## config.mk

```make
export PLATFORM = sky130hd
export DESIGN_NAME = isr_shifter_flat
export DESIGN_NICKNAME = d
export VERILOG_FILES = /design/src/rtl/isr_shifter_pkg.sv /design/src/rtl/isr_shifter_if.sv /design/src/rtl/isr_shifter_merge.sv /design/src/rtl/isr_shifter.sv /design/src/flat_wrapper.sv
export SDC_FILE = /design/constraint.sdc
export NUM_CORES = 1
export LEC_CHECK = 0
export CAP_MARGIN = 20
export CORE_MARGIN = 3
export CORE_UTILIZATION = 30
export CTS_BUF_LIST = sky130_fd_sc_hd__clkbuf_4
export DETAILED_ROUTE_END_ITERATION = 12
export PLACE_DENSITY = 0.59
export SYNTH_ARGS = -nofsm -noshare
export SYNTH_HDL_FRONTEND = slang
export SYNTH_SLANG_ARGS = --single-unit
```

## constraint.sdc

```tcl
create_clock -name clk -period 3.9 [get_ports clk]
set_input_delay 0.78 -clock clk [delete_from_list [all_inputs] [get_ports clk]]
set_output_delay 0.78 -clock clk [all_outputs]
set_load 0.005 [all_outputs]
```

## src/rtl/isr_shifter_pkg.sv

```systemverilog
// Shared PIO definitions for the input shift register: width, shift
// direction encodings, FSM states and the 5-bit "0 means 32" decode.
package isr_shifter_pkg;
   localparam int   WIDTH = 32;
   localparam int   CNT_W = 6;
   localparam logic SHIFT_LEFT  = 1'b0;
   localparam logic SHIFT_RIGHT = 1'b1;

   typedef enum logic {ST_IDLE, ST_PUSH_WAIT} isr_state_e;

   function automatic logic [CNT_W-1:0] decode_n32(input logic [4:0] v);
      return (v == 5'd0) ? 6'd32 : {1'b0, v};
   endfunction
endpackage

```

## src/rtl/isr_shifter_if.sv

```systemverilog
// ISR -> RX FIFO push handshake; the shifter is the master.
interface isr_shifter_if;
   import isr_shifter_pkg::*;
   logic             push_valid;
   logic [WIDTH-1:0] push_data;
   logic             push_ready;

   modport master (output push_valid, output push_data, input push_ready);
   modport slave  (input push_valid, input push_data, output push_ready);
endinterface

```

## src/rtl/isr_shifter_merge.sv

```systemverilog
// Combinational merge of n new bits into the ISR word, either direction.
module isr_merge
   import isr_shifter_pkg::*;
(
   input  logic [WIDTH-1:0] isr_i,
   input  logic [WIDTH-1:0] din_i,
   input  logic [CNT_W-1:0] n_i,
   input  logic             dir_i,
   output logic [WIDTH-1:0] word_o
);
   localparam logic [WIDTH-1:0] ONE = {{(WIDTH-1){1'b0}}, 1'b1};

   logic [WIDTH-1:0] din_m;

   // n=32 makes the shifts by 32 vanish, so the whole word becomes din
   always_comb begin
      din_m = din_i & ((ONE << n_i) - ONE);
      if (dir_i == SHIFT_RIGHT) begin
         word_o = (isr_i >> n_i) | (din_m << (7'(WIDTH) - {1'b0, n_i}));
      end else begin
         word_o = (isr_i << n_i) | din_m;
      end
   end
endmodule

```

## src/rtl/isr_shifter.sv

```systemverilog
// PIO input shift register: IN shifting, shift count, and PUSH/autopush
// hand-off to the RX FIFO with stall while a blocking push waits.
module isr_shifter
   import isr_shifter_pkg::*;
(
   input  logic               clk,
   input  logic               resetn,
   input  logic               penable,
   input  logic               shift_en,
   input  logic [WIDTH-1:0]   din,
   input  logic [4:0]         bit_count,
   input  logic               dir,
   input  logic               set,
   input  logic [WIDTH-1:0]   set_val,
   input  logic               push_req,
   input  logic               push_block,
   input  logic               autopush,
   input  logic [4:0]         threshold,
   isr_shifter_if.master      push,
   output logic               stall,
   output logic [WIDTH-1:0]   dout,
   output logic [CNT_W-1:0]   shift_count
);
   isr_state_e       state_q, state_d;
   logic [WIDTH-1:0] isr_q, isr_d;
   logic [CNT_W-1:0] cnt_q, cnt_d;
   logic [WIDTH-1:0] merged;
   logic [CNT_W-1:0] n, thr, cnt_sat;
   logic [CNT_W:0]   sum;
   logic             valid_c, stall_c, take;

   assign n       = decode_n32(bit_count);
   assign thr     = decode_n32(threshold);
   assign sum     = {1'b0, cnt_q} + {1'b0, n};
   assign cnt_sat = (sum > 7'd32) ? 6'd32 : sum[CNT_W-1:0];
   assign take    = push.push_ready & penable;

   isr_merge u_merge (
      .isr_i  (isr_q),
      .din_i  (din),
      .n_i    (n),
      .dir_i  (dir),
      .word_o (merged)
   );

   always_comb begin
      state_d = state_q;
      isr_d   = isr_q;
      cnt_d   = cnt_q;
      valid_c = 1'b0;
      stall_c = 1'b0;
      unique case (state_q)
         ST_IDLE: begin
            if (penable) begin
               if (set) begin
                  isr_d = set_val;
                  cnt_d = '0;
               end else if (push_req) begin
                  valid_c = 1'b1;
                  if (!push.push_ready && push_block) begin
                     state_d = ST_PUSH_WAIT;
                     stall_c = 1'b1;
                  end else begin
                     // taken by the FIFO, or dropped by a non-blocking push
                     isr_d = '0;
                     cnt_d = '0;
                  end
               end else if (shift_en) begin
                  isr_d = merged;
                  cnt_d = cnt_sat;
                  if (autopush && (cnt_sat >= thr)) state_d = ST_PUSH_WAIT;
               end
            end
         end
         ST_PUSH_WAIT: begin
            valid_c = 1'b1;
            stall_c = !take;
            if (take) begin
               isr_d   = '0;
               cnt_d   = '0;
               state_d = ST_IDLE;
            end
         end
         default: state_d = ST_IDLE;
      endcase
   end

   always_ff @(posedge clk or negedge resetn) begin
      if (!resetn) begin
         state_q <= ST_IDLE;
         isr_q   <= '0;
         cnt_q   <= '0;
      end else begin
         state_q <= state_d;
         isr_q   <= isr_d;
         cnt_q   <= cnt_d;
      end
   end

   assign push.push_valid = valid_c;
   assign push.push_data  = isr_q;
   assign stall           = stall_c;
   assign dout            = isr_q;
   assign shift_count     = cnt_q;
endmodule

```

## src/flat_wrapper.sv

```systemverilog
// flat-port wrapper written by rule: the top's interface ports become plain ports
module isr_shifter_flat import isr_shifter_pkg::*;
  (clk, resetn, penable, shift_en, din, bit_count, dir, set, set_val, push_req, push_block, autopush, threshold, stall, dout, shift_count, push_push_valid, push_push_data, push_push_ready);
  isr_shifter_if push_i ();
  input  logic clk;
  input  logic resetn;
  input  logic penable;
  input  logic shift_en;
  input  logic [WIDTH-1:0] din;
  input  logic [4:0] bit_count;
  input  logic dir;
  input  logic set;
  input  logic [WIDTH-1:0] set_val;
  input  logic push_req;
  input  logic push_block;
  input  logic autopush;
  input  logic [4:0] threshold;
  output logic stall;
  output logic [WIDTH-1:0] dout;
  output logic [CNT_W-1:0] shift_count;
  output wire logic [$bits(push_i.push_valid)-1:0] push_push_valid;
  output wire logic [$bits(push_i.push_data)-1:0] push_push_data;
  input wire logic [$bits(push_i.push_ready)-1:0] push_push_ready;
  assign push_push_valid = push_i.push_valid;
  assign push_push_data = push_i.push_data;
  assign push_i.push_ready = push_push_ready;
  isr_shifter u_core (.clk(clk), .resetn(resetn), .penable(penable), .shift_en(shift_en), .din(din), .bit_count(bit_count), .dir(dir), .set(set), .set_val(set_val), .push_req(push_req), .push_block(push_block), .autopush(autopush), .threshold(threshold), .push(push_i), .stall(stall), .dout(dout), .shift_count(shift_count));
endmodule
```

==> metrics, run 1 <==
CP Max Fanout 10; Avg WL per Cell 28.22 um; kind of end point of the critical path flop; # clock sinks 39; highest clock rate 266.3 MHz; commonest non-fill, non-tap cell in the layout buf_4; Final period util 96.28%; crit path kind in2reg; CTS H-tree lvls 2; Fin. Hold Viols 0; Total GRT Usage 30.85%; Setup Viol. Count Final 0; Post-Layout Cell Count 1,900; share of cells above drive strength 1 21.62%; post-synthesis cell area 0.009353 mm^2; register area share after synthesis 10.43%; Pre-antenna DRT Iters 6; CP required 4170 ps; total CTS buffers 5; Power per Cell Area 272.3 mW/mm^2; worst skew pair latency 410 ps; total gr overflow 0; cell count after synthesis 1,284; Ys Warns 0; CTS root buf clkbuf_4; status finished, final reports clean; Max-slew headroom 26.83%; worst r2r src u_core.shift_count[1]; peak supply drop 0.1570 mV; Die W 182.6 um; FF-to-FF setup slack 690 ps; CORE AREA 0.03067 mm^2; Syn Area/Cell 7.284 um^2; arrival time at the worst endpoint 4030 ps; DRT antenna net count 0; fin util 40.61%; commonest non-fill, non-tap cells in the layout buf_4 (208), clkdlybuf4s50_1 (148), nand2_1 (131), nor2_1 (123), a21oi_1 (82); vias after detailed routing 12,340; max-cap violations 0; CP Launch Type primary input; count of input and output buffers 155; first-pass GRT wire length 78,230 um; placed cell count 1,891; Initial Util 30.50%; hold crit path type in2async; clk slew on worst S/H paths 170 ps; FF-to-FF End u_core.state_q; number of global-route vias before repair 11,460; # IOs 156; CTS tree built; P_leak 0.004901 uW; FF-to-FF path depth 18; RSZ-0062 raised after global routing no; post-DP HPWL 41,970 um; Yosys cell types 81; First DRT Iteration DRCs 1,703; Max Root-Sink Buffers 2; DRC 0; Final min period 3755 ps; die footprint 0.03333 mm^2; Slew Limit Fails 0; Seq cells post-synth 39; Synth Flop Type dfrtp_1; Area growth, synth to finish 33.18%; setup bufs post-CTS 0; fin nets 1,599; antenna violations before repair 1; row count 64; RD Place Congestion 1.015; Die Y-Extent 182.6 um; Post-synth EDFFs 0; largest net degree at the start of global routing 55; pin slew with the least headroom to its limit 1090 ps; Via density 6.497; Post-synth ARST share 100.0%; drt total wl 53,620 um; final clock skew 30.98 ps
-- cells by family after synthesis --
kind of cell	Yosys count	synth area share (%)
simple gates	442	22.14
fa+ha+maj	13	1.739
buf+inv	185	9.726
mux	120	19.69
other cells	1	0.04010
flops	39	10.43
compound gates	467	34.64
xor+xnor	17	1.592
-- worst max-delay path: stages --
cell       delay (ps)
buf_4              90
buf_4             170
nor4_2             70
nand2_1           100
ha_1              420
inv_1             200
o41ai_1           520
buf_4             220
o221ai_1          160
o311ai_0          160
buf_4             200
a31oi_1           110
a2111oi_0         550
buf_4             200
o21ai_0            70
-- power breakdown --
part / switching [uW] / internal, uW
Sequential: 235 / 471
Clock: 174 / 132
Combinational: 1250 / 1130
-- what timing repair did --
| item | CTS | global route |
|---|---|---|
| setup endpoints to repair | 0 | 2 |
| resized for setup | 0 | 1 |
| hold buffers | 0 | 0 |
-- cells in the mapped netlist, drive strengths merged, types with 16 or more instances --
| library cell | number | area (um^2) |
|---|---|---|
| a22oi | 32 | 240.2 |
| nor3 | 30 | 150.1 |
| nor2b | 16 | 100.1 |
| o211ai | 34 | 255.2 |
| clkbuf | 66 | 247.7 |
| a21oi | 85 | 429.2 |
| mux2i | 58 | 580.6 |
| o31ai | 21 | 167.7 |
| o21ai | 87 | 435.4 |
| nand3 | 40 | 200.2 |
| dfrtp | 39 | 975.9 |
| nor2 | 124 | 465.5 |
| nand2b | 16 | 100.1 |
| buf | 96 | 575.6 |
| nand2 | 132 | 495.5 |
| inv | 22 | 82.58 |
| a211oi | 26 | 195.2 |
| a31oi | 31 | 193.9 |
| mux4 | 50 | 1126 |
-- per-layer routing --
metal | vias to the layer above | GRT usage, % | part of all wire, %
met5 | - | 0 | 0
met4 | 0 | 14.38 | 5.6
met3 | 123 | 4.066 | 9.2
met2 | 795 | 48.02 | 44
met1 | 6034 | 42.36 | 41
li1 | 5392 | - | -
-- through the flow --
stage	power [uW]	instance area [um^2]	setup TNS (ps)	hold WS [ps]	worst slack (ps)
global route	3550	12460	0	406.4	13.70
floorplan	1897	9509	-395.2	484.4	-395.2
finish	3392	12460	0	366.6	145.2
global placement	3027	12370	-543.2	511.4	-239.3
CTS	3329	12450	0	417.9	190.2
detailed placement	3026	12370	-816.5	522.2	-221.9
-- how the worst max path moves through the flow --
stage                       from             end  slack, ps  depth (start not counted)
finish              bit_count[1]  u_core.dout[8]        150                         15
global route        bit_count[1]  u_core.dout[8]         10                         15
CTS                 bit_count[1]  u_core.dout[8]        190                         15
detailed placement  bit_count[1]  u_core.dout[8]       -220                         15
global placement    bit_count[1]  u_core.dout[8]       -240                         15
floorplan           bit_count[0]  u_core.state_q       -400                         25
-- cell type report --
| class | instances | area (um^2) |
|---|---|---|
| antenna | 1 | 2.502 |
| clock buffer | 5 | 37.54 |
| clock inverter | 3 | 38.79 |
| fill | 3195 | 18210 |
| inverter | 23 | 86.33 |
| multi-input combinational | 1061 | 7540 |
| sequential | 39 | 975.9 |
| tap | 396 | 495.5 |
| timing repair buffer | 372 | 3279 |
-- flip-flops by register name (all words and copies together) (netlist names) --
name and flops:
u_core.dout 32, u_core.shift_count 6, u_core.state_q 1
Power figures use the tool's default switching activity.
==> inputs of run 2 (changes only) <==
CTS_CLUSTER_DIAMETER = 50   (was not set)
==> results of run 2 <==
Same layout as run 1: the final DEF is identical, and so are final timing and power.
==> inputs of run 3 (changes only) <==
REMOVE_ABC_BUFFERS = 1   (was not set)
==> run 3 against run 2 <==
Against the previous run:
- wire length increased by 1.4%
- via count increased by 0.52%
- worst hold slack lost 150 ps
- clock skew is 9.1 ps lower
- non-clock buffer count is 1 lower
- sequential power shrank 0.6%
- core utilization decreased by 0.13 points
- sequential cell count did not move
- setup slack better by 130 ps
- first-iteration DRC count is 1.5% higher
- largest power group unchanged
==> metrics, run 3 (synthesis gave the netlist of run 1 again) <==
status finished, final reports clean; placed inst area 0.01234 mm^2; RD Place Congestion 1.073; Power per Cell Area 270.4 mW/mm^2; largest net degree at the start of global routing 85; DRT antenna net count 0; Post-CTS Hold Fix Bufs 0; Via density 6.534; share of cells above drive strength 1 21.04%; Post-CTS Resized 0; crit-path max cell delay 560 ps; RSZ-0062 raised after global routing no; crit path kind in2reg; P_leak 0.004884 uW; total CTS buffers 5; setup ws final 273.6 ps; CP required 4230 ps; critical path depth in cells 14; DRC 0; CP Launch Type primary input; Max Root-Sink Buffers 2; worst r2r src u_core.shift_count[0]; CTS root buf clkbuf_4; Crit path max-delay family simple AND/OR/NAND/NOR gates; final clock skew 21.89 ps; clk slew on worst S/H paths 150 ps; peak supply drop 0.1247 mV; # clock sinks 39; Final period util 92.98%; fill cell count 3,244; CTS H-tree lvls 2; area of the multi-input gates 0.007498 mm^2; kind of end point of the critical path flop; CP Max Fanout 5; Final Instance Area 0.01242 mm^2; sequential standard cell area 975.9 um^2; Slowest cell on crit path mux4_2; first-pass GRT wire length 79,260 um; Fin. Hold Viols 0; FF-to-FF setup slack 340 ps; row count 64; Buf+Inv Stages, Crit Path 3; Slew Limit Fails 0; max reg flops 32; antenna violations before repair 3; FF-to-FF End u_core.state_q; CTS tree built; Post-Place Worst Slack -74.92 ps; highest clock rate 275.8 MHz; hold crit path type in2async; Setup Viol. Count Final 0; drt total wl 54,350 um; Die W 182.6 um; setup bufs post-CTS 0; Initial Util 30.50%; most used cell, CP buf_4; CORE AREA 0.03067 mm^2; FF-to-FF path depth 18; arrival time at the worst endpoint 3960 ps; critical path, cell by cell buf_4 -> buf_4 -> nor4_1 -> nand2_1 -> ha_1 -> or3_1 -> a211oi_1 -> buf_4 -> o21ai_1 -> mux4_2 -> or2_0 -> o311ai_1 -> a31oi_1 -> o21ai_1; die footprint 0.03333 mm^2; post-DP HPWL 42,400 um; commonest non-fill, non-tap cells in the layout buf_4 (206), clkdlybuf4s50_1 (148), nand2_1 (132), nor2_1 (123), a21oi_1 (84); Die Y-Extent 182.6 um; count of input and output buffers 155; Avg WL per Cell 28.62 um; # IOs 156; Post-Layout Cell Count 1,899; worst skew pair latency 410 ps; commonest non-fill, non-tap cell in the layout buf_4; vias after detailed routing 12,410; First DRT Iteration DRCs 1,729; number of global-route vias before repair 11,610; total gr overflow 0; Area growth, synth to finish 32.75%; Total GRT Usage 31.45%; placed cell count 1,889; Pre-antenna DRT Iters 6; pin slew with the least headroom to its limit 927.5 ps; Final min period 3626 ps; Max-slew headroom 37.64%; fin nets 1,598; max-cap violations 0
-- run 3: stage by stage --
step	hold slack, ps	power [uW]	utilization [%]	setup TNS (ps)
global route	213.8	3517	40.48	0
global placement	525.7	3026	40.22	-256.2
finish	215.2	3357	40.48	0
floorplan	484.4	1680	-	-747.9
detailed placement	537.6	3031	40.22	-365.6
CTS	574.4	3303	40.41	0
-- run 3: worst max path at each step --
stage,start,to
floorplan,bit_count[2],u_core.state_q
global placement,bit_count[1],u_core.dout[29]
detailed placement,bit_count[1],u_core.dout[14]
CTS,bit_count[1],u_core.dout[14]
global route,u_core.shift_count[0],u_core.state_q
finish,bit_count[1],u_core.dout[14]
-- run 3: layer usage --
| metal | GRT usage [%] | up-vias | routed length, um |
|---|---|---|---|
| met1 | 44.02 | 6050 | 22540 |
| met2 | 48.16 | 833 | 23970 |
| met5 | 0 | - | 30 |
| li1 | - | 5376 | - |
| met3 | 4.485 | 145 | 5107 |
| met4 | 13.71 | 4 | 2705 |
-- run 3: final cells by class --
cell class	instances	area share, %
multi-input combinational	1061	60.39
timing repair buffer	371	26.57
sequential	39	7.860
tap	396	3.991
inverter	23	0.6954
clock buffer	5	0.3023
clock inverter	3	0.1612
antenna	1	0.02016
-- run 3: power by group --
| part | switching, uW | leakage, uW | internal, uW | total, uW |
|---|---|---|---|---|
| registers | 231 | 0.000508 | 471 | 702 |
| clock network | 190 | 0.0000288 | 69.5 | 260 |
| logic | 1260 | 0.00435 | 1140 | 2400 |
